`src/rtl/seg_scan_display.sv`:
```
// Hex display controller: static all-digit segment bus plus a scanned single-digit bus.
// Optional per-digit blinking is compiled in with `define SEG_BLINK_EN.
module seg_scan_display #(
  parameter int NUM_DIGITS = 8,
  parameter int SCAN_DIV   = 50000,
  parameter int BLINK_DIV  = 12500000
) (
  input  logic                      clock,
  input  logic                      reset,
  input  logic                      wr_en,
  input  logic [4*NUM_DIGITS-1:0]   wr_data,
  input  logic                      lz_en,
`ifdef SEG_BLINK_EN
  input  logic [NUM_DIGITS-1:0]     blink_mask,
`endif
  output logic [7*NUM_DIGITS-1:0]   seg_all,
  output logic [6:0]                seg,
  output logic [NUM_DIGITS-1:0]     digit_sel
);

  localparam int PW = (SCAN_DIV > 1) ? $clog2(SCAN_DIV) : 1;
  localparam int IW = (NUM_DIGITS > 1) ? $clog2(NUM_DIGITS) : 1;
  localparam logic [PW-1:0] P_LAST = PW'(SCAN_DIV - 1);
  localparam logic [IW-1:0] I_LAST = IW'(NUM_DIGITS - 1);

  logic [4*NUM_DIGITS-1:0] value_reg;
  logic [PW-1:0]           pre;
  logic [IW-1:0]           idx;
  logic [NUM_DIGITS-1:0]   lz_blank;
  logic [NUM_DIGITS-1:0]   hide;
  logic [6:0]              dig_seg [NUM_DIGITS];
  logic [7*NUM_DIGITS-1:0] seg_all_d;

  function automatic logic [6:0] decode(input logic [3:0] n);
    logic [6:0] s;
    s = 7'h7F;
    unique case (n)
      4'h0: s = 7'h40;
      4'h1: s = 7'h79;
      4'h2: s = 7'h24;
      4'h3: s = 7'h30;
      4'h4: s = 7'h19;
      4'h5: s = 7'h12;
      4'h6: s = 7'h02;
      4'h7: s = 7'h78;
      4'h8: s = 7'h00;
      4'h9: s = 7'h10;
      4'hA: s = 7'h08;
      4'hB: s = 7'h03;
      4'hC: s = 7'h46;
      4'hD: s = 7'h21;
      4'hE: s = 7'h06;
      4'hF: s = 7'h0E;
    endcase
    return s;
  endfunction

  always_ff @(posedge clock or posedge reset) begin
    if (reset) begin
      value_reg <= '0;
    end else if (wr_en) begin
      value_reg <= wr_data;
    end
  end

  always_ff @(posedge clock or posedge reset) begin
    if (reset) begin
      pre <= '0;
      idx <= '0;
    end else if (pre == P_LAST) begin
      pre <= '0;
      idx <= (idx == I_LAST) ? '0 : idx + 1'b1;
    end else begin
      pre <= pre + 1'b1;
    end
  end

  // Walk from the top digit down; a digit blanks while all higher nibbles are zero.
  always_comb begin
    logic zr;
    zr       = 1'b1;
    lz_blank = '0;
    for (int k = NUM_DIGITS - 1; k >= 0; k--) begin
      zr          = zr & (value_reg[4*k +: 4] == 4'h0);
      lz_blank[k] = lz_en & zr & (k != 0);
    end
  end

`ifdef SEG_BLINK_EN
  localparam int BW = (BLINK_DIV > 1) ? $clog2(BLINK_DIV) : 1;
  localparam logic [BW-1:0] B_LAST = BW'(BLINK_DIV - 1);

  logic [BW-1:0] blink_cnt;
  logic          blink_phase;

  always_ff @(posedge clock or posedge reset) begin
    if (reset) begin
      blink_cnt   <= '0;
      blink_phase <= 1'b0;
    end else if (blink_cnt == B_LAST) begin
      blink_cnt   <= '0;
      blink_phase <= ~blink_phase;
    end else begin
      blink_cnt <= blink_cnt + 1'b1;
    end
  end

  assign hide = lz_blank | (blink_mask & {NUM_DIGITS{blink_phase}});
`else
  assign hide = lz_blank;
`endif

  always_comb begin
    seg_all_d = '1;
    for (int k = 0; k < NUM_DIGITS; k++) begin
      dig_seg[k] = hide[k] ? 7'h7F : decode(value_reg[4*k +: 4]);
      seg_all_d[7*k +: 7] = dig_seg[k];
    end
  end

  // Both buses read the same pre-edge value_reg, so a write coinciding
  // with an idx advance is visible on the newly selected digit at once.
  always_ff @(posedge clock or posedge reset) begin
    if (reset) begin
      seg_all   <= '1;
      seg       <= 7'h7F;
      digit_sel <= '1;
    end else begin
      seg_all   <= seg_all_d;
      seg       <= dig_seg[idx];
      digit_sel <= ~(NUM_DIGITS'(1) << idx);
    end
  end

endmodule

```
`config.mk`:
```
export PLATFORM = sky130hd
export DESIGN_NAME = seg_scan_display
export DESIGN_NICKNAME = d
export VERILOG_FILES = /design/src/rtl/seg_scan_display.sv
export SDC_FILE = /design/constraint.sdc
export NUM_CORES = 1
export LEC_CHECK = 0
export ABC_AREA = 1
export CORE_ASPECT_RATIO = 0.8
export CORE_MARGIN = 4
export CORE_UTILIZATION = 54
export CTS_CLUSTER_DIAMETER = 100
export DETAILED_ROUTE_END_ITERATION = 16
export PLACE_DENSITY = 0.9
export REMOVE_ABC_BUFFERS = 1
export SYNTH_ARGS = -nofsm -noshare
export SYNTH_HDL_FRONTEND = slang
export SYNTH_SLANG_ARGS = --single-unit
```
`constraint.sdc`:
```
create_clock -name clock -period 5.3 [get_ports clock]
set_input_delay 1.59 -clock clock [delete_from_list [all_inputs] [get_ports clock]]
set_output_delay 1.59 -clock clock [all_outputs]
set_load 0.01 [all_outputs]
```
After elaboration in Yosys (flattened, before gate mapping)
Memories as Yosys holds them, arrays and structs flattened.
Index checks and enable logic that the tools add are counted.
- order comparisons: 1
- reductions and logical operators: 7
- bitwise logic cells: 15
- add/sub/neg operators: 2
- muxes and demuxes: 12
- shift-type cells: 1
- equality and inequality tests: 2
- operator list (cell ; count):
    7-bit 2-to-1 mux ; 9
    4-bit logical NOT ; 7
    7-bit binary-select mux with 3-bit select ; 1
    16-bit by 1-bit adder with 16-bit output, second input constant ; 1
    16-bit equality test, second input constant ; 1
    16-bit 2-to-1 mux ; 1
    1-bit bitwise AND ; 13
    8-bit inverter ; 1
    1-bit by 3-bit left shift with 8-bit output, first input constant ; 1
    4-bit >= comparator, second input constant ; 1
    3-bit inverter with 4-bit output ; 1
    3-bit by 1-bit adder with 3-bit output, second input constant ; 1
    3-bit equality test, second input constant ; 1
    3-bit 2-to-1 mux ; 1
- memories: 8
- input port bits: 36
- output and inout port bits: 71
- logic and storage cells: 54
- flip-flop bits (word level): 122
- memory bits (read-only): 896
- memories (name ; words ; bits a word ; read ports ; clocked after memory_dff ; wr ports ; line ; source):
    (no name shown) ; 16 ; 7 ; 1 ; 0 ; 0 ; 37 ; unique case (n)
    (no name shown) ; 16 ; 7 ; 1 ; 0 ; 0 ; 37 ;
    (no name shown) ; 16 ; 7 ; 1 ; 0 ; 0 ; 37 ;
    (no name shown) ; 16 ; 7 ; 1 ; 0 ; 0 ; 37 ;
    (no name shown) ; 16 ; 7 ; 1 ; 0 ; 0 ; 37 ;
    (no name shown) ; 16 ; 7 ; 1 ; 0 ; 0 ; 37 ;
    +2 memories ; n/a ; n/a ; n/a ; n/a ; n/a ; n/a ;

Longest topological paths before layout
- word-level depth: 12
- mapped depth: 15
- gate-level depth less buffers: 14

Least setup slack after synthesis
OpenSTA, ideal clock, no wires.
- path type: input port to flip-flop
- start: input port lz_en
- end: register seg[4]
- setup slack: 2612 ps
- buffers on the path: 1
- cell stages on the path: 13
- arrival time: 2627 ps
- required time: 5239 ps
- library setup time: 61 ps
- path through: nand2_1 inv_1 nand2_2 nor2_8 nand3_4 nor2_4 nand3_4 buf_6 nand3_2 nand2_1 nand2_1 nand2_1 nand2_1
- word-level cells in the longest chain between the ends: 5
- elaborated cells on any way between the ends: 17
- classes of those cells: mux (10); bitwise (7)
- RTL lines (item ; line ; source):
    start, declared ; 12 ; input logic lz_en,
    1-bit bitwise AND ; 85 ; lz_blank[k] = lz_en & zr & (k != 0);
    7-bit 2-to-1 mux ; 116 ; dig_seg[k] = hide[k] ? 7'h7F : decode(value_reg[4*k +: 4]);
    7-bit binary-select mux with 3-bit select * ; 130 ; seg <= dig_seg[idx];
    7-bit 2-to-1 mux (implied by the code) * (2 in a row) ; 130 ;
    end signal, assigned ; 130 ;
    end, declared ; 17 ; output logic [6:0] seg,
Mark *: on every way between the ends. The rest lies on a longest branch, timed or not. The select of a mux whose other input is x is not followed.
A chain may end at the register's enable or synchronous reset.

Final worst setup path
- start: register seg[6]
- end: output port seg[6]
No word-level cell between the ends.

==> results.toml <==
[status]
run_status = "finished, final reports clean"

[synthesis]
synth.distinct_cells = 43
synth_top_cell_by_area = "dfstp_2"
ys_dominant_reg_cell = "dfstp_2"
yosys_warnings = 0
synth_most_common_cell = "nand2_1"
synthTopCellsByArea = "dfstp_2 (28%), dfrtp_1 (19%), nand2_1 (12%)"
synth_edf_count = 0
async_flop_share = 1.000
ys_top_cells_by_count = "nand2_1 (213), inv_1 (112), dfstp_2 (71), nand3_1 (69), o21ai_0 (65)"
postSynthAreaPerCell_sq_um = 8.291
ys_ff_latch = 122
ys_seq_area_frac = 0.4644
syn_inst = 816
synth_top_cell_area_share = 0.2758
synthesis.area_sq_um = 6765

[timing]
relSlewSlack = 0.3716
setup_violations = 0
min_period_over_period = 0.5863
hold_ws_ns = 0.4633
skew_ns = 0.006641
final.setup.tns_ns = 0
grt_setup_unrepaired = "false"
period_minus_slack_ns = 3.107
fmax_mhz = 321.8
hold_viol_final = 0
drv_slew = 0
worst_slew_pin_slew_ns = 0.9426
fin_ws_ns = 2.193

[floorplanning]
initial_core_util = 0.5542
core_area_sq_um = 12210
die_w_microns = 133.1
boundaryPins = 107
rows = 36
die_y_microns = 108.1
fp.dieArea_sq_um = 14390

[cts]
postCtsSetupRepairBufs = 0
cts-hold-fix-buffers = 0
cts_sinks = 122
clk_latency_ns = 0.42
clockRootBuffer = "clkbuf_16"
cts-buffers-inserted = 17
tritoncts = "yes"
cts-htree-levels = 4
path_clk_slew_ns = 0.05
cts_max_path_buffers = 2
cts_resized = 0

[placement]
port_buffers = 106
pre_cts_ws_ns = 1.937
place.detailed.hpwl_mm = 12.07
place_congestion = 0.9717
dp.cells = 1070

[detailed_routing]
drtIter0Drc = 757
vias = 6094
wl_mm = 17.59
dr.pass1.iters = 6
viasPerCell = 5.530
ant_nets = 0
drc = 0
wl_per_cell_microns = 15.97

[setup_path]
timing.critical_path.buf_inv = 1
slowest_stage = "clkdlybuf4s50_1"
arrival_ns = 1.52
crit_type = "flop to primary output"
crit_path_max_fanout = 1
ff2ff_path_depth = 14
cp-start-kind = "flop"
cp.depth = 1
path_cells = "clkdlybuf4s50_1"
crit_family = "buffers and inverters"
end_kind = "primary output"
cp.required_ns = 3.71
max_stage_delay_ns = 0.56

[global_route]
overflow = 0
use_met2 = 0.4022
antenna_found_initial = 0
top_usage_layer = "met2"
use_met3 = 0.06279
grt_start_max_net_pins = 69
grt_pass1_wl_mm = 29.21
grt_pass1_vias = 5867
grtUsageTotal = 0.2528
use_met1 = 0.3449

[power]
vdd_drop_max_uv = 253.7
leakage_nw = 4.094
power_w = 0.002879
p_per_area_nw_per_um2 = 336.9

[finish]
area_delta_synth_final_pct = 26.30
largest_register_ffs = 56
stdcell_count = 1102
diodes = 0
layout-drive-gt1-share = 0.1278
num-nets-final = 1003

[hold_path]
hold_path_class = "flop to flop"
holdPathStages = 1

[job]
maxCapViolations = 0
-- logic make-up after synthesis --
kind of cell / Yosys count / synth area share
buffers and inverters: 138 / 0.08045
DFF: 122 / 0.4644
xor gates and xnor gates: 6 / 0.007768
adders and majority gates: 49 / 0.09062
and+or+nand+nor: 372 / 0.2471
AOI/OAI and AO/OA: 129 / 0.1097
-- power breakdown --
group          internal (W)  total, W  switching, W  leakage, nW
combinational      0.000246  0.000558      0.000312         2.42
clock              0.000773   0.00117      0.000401        0.294
sequential          0.00108   0.00115     0.0000672         1.38
total               0.00210   0.00288      0.000780         4.09
-- cell usage in the layout (no fill, tap or decap), types with 2 or more instances in the layout --
cell type / Yosys / final
o311ai_0: 2 / 2
nand3_4: 2 / 2
nand4_1: 10 / 10
nor4_1: 4 / 4
nor2_1: 51 / 51
dfrtp_1: 51 / 51
o211ai_1: 12 / 12
o221ai_1: 2 / 2
ha_1: 49 / 49
a31oi_1: 3 / 3
bufinv_16: 0 / 3
clkdlybuf4s50_1: 0 / 105
nor2_4: 5 / 5
dfstp_2: 71 / 71
clkbuf_16: 0 / 17
a22oi_1: 2 / 2
inv_1: 112 / 111
clkbuf_8: 0 / 3
nand2_1: 213 / 213
nand3_1: 69 / 69
o21ai_0: 65 / 65
nor3_1: 9 / 9
nand3_2: 3 / 3
clkinv_2: 0 / 4
o22ai_1: 6 / 6
o2111ai_1: 4 / 4
clkbuf_1: 15 / 4
a21oi_1: 26 / 26
xor2_1: 5 / 5
-- metal layers --
metal / wire, microns / up-vias
met3: 1608 / 51
met5: 0 / -
li1: - / 2850
met4: 398 / 0
met2: 8149 / 369
met1: 7437 / 2824
-- worst paths after layout --
path / endpoint / slack, ns / startpoint
setup / recovery: seg[6] / 2.19 / seg[6]$_DFF_PP1_
hold / removal: pre[0]$_DFF_PP0_ / 0.46 / pre[0]$_DFF_PP0_
setup reg to reg: seg[0]$_DFF_PP1_ / 3.11 / value_reg[29]$_DFFE_PP0P_
hold reg to reg: pre[0]$_DFF_PP0_ / 0.46 / pre[0]$_DFF_PP0_
max in group asynchronous: seg_all[36]$_DFF_PP1_ / 2.84 / reset
min in group asynchronous: value_reg[2]$_DFFE_PP0P_ / 1.64 / reset
-- metrics by stage --
stage	area (sq um)	utilization
2_1_floorplan	6645	-
3_3_place_gp	7945	0.6509
3_5_place_dp	7945	0.6509
4_1_cts	8544	0.7000
5_1_grt	8544	0.7000
6_report	8544	0.7000
-- area by class of cell --
| class | count | area, sq um |
|---|---|---|
| Clock buffer | 24 | 481.7 |
| Timing Repair Buffer | 108 | 1084 |
| Multi-Input combinational cell | 556 | 3079 |
| Fill cell | 897 | 3662 |
| Tap cell | 171 | 214.0 |
| Clock inverter | 8 | 117.6 |
| Inverter | 113 | 426.7 |
| Sequential cell | 122 | 3142 |
(Power assumes the default switching activity.)
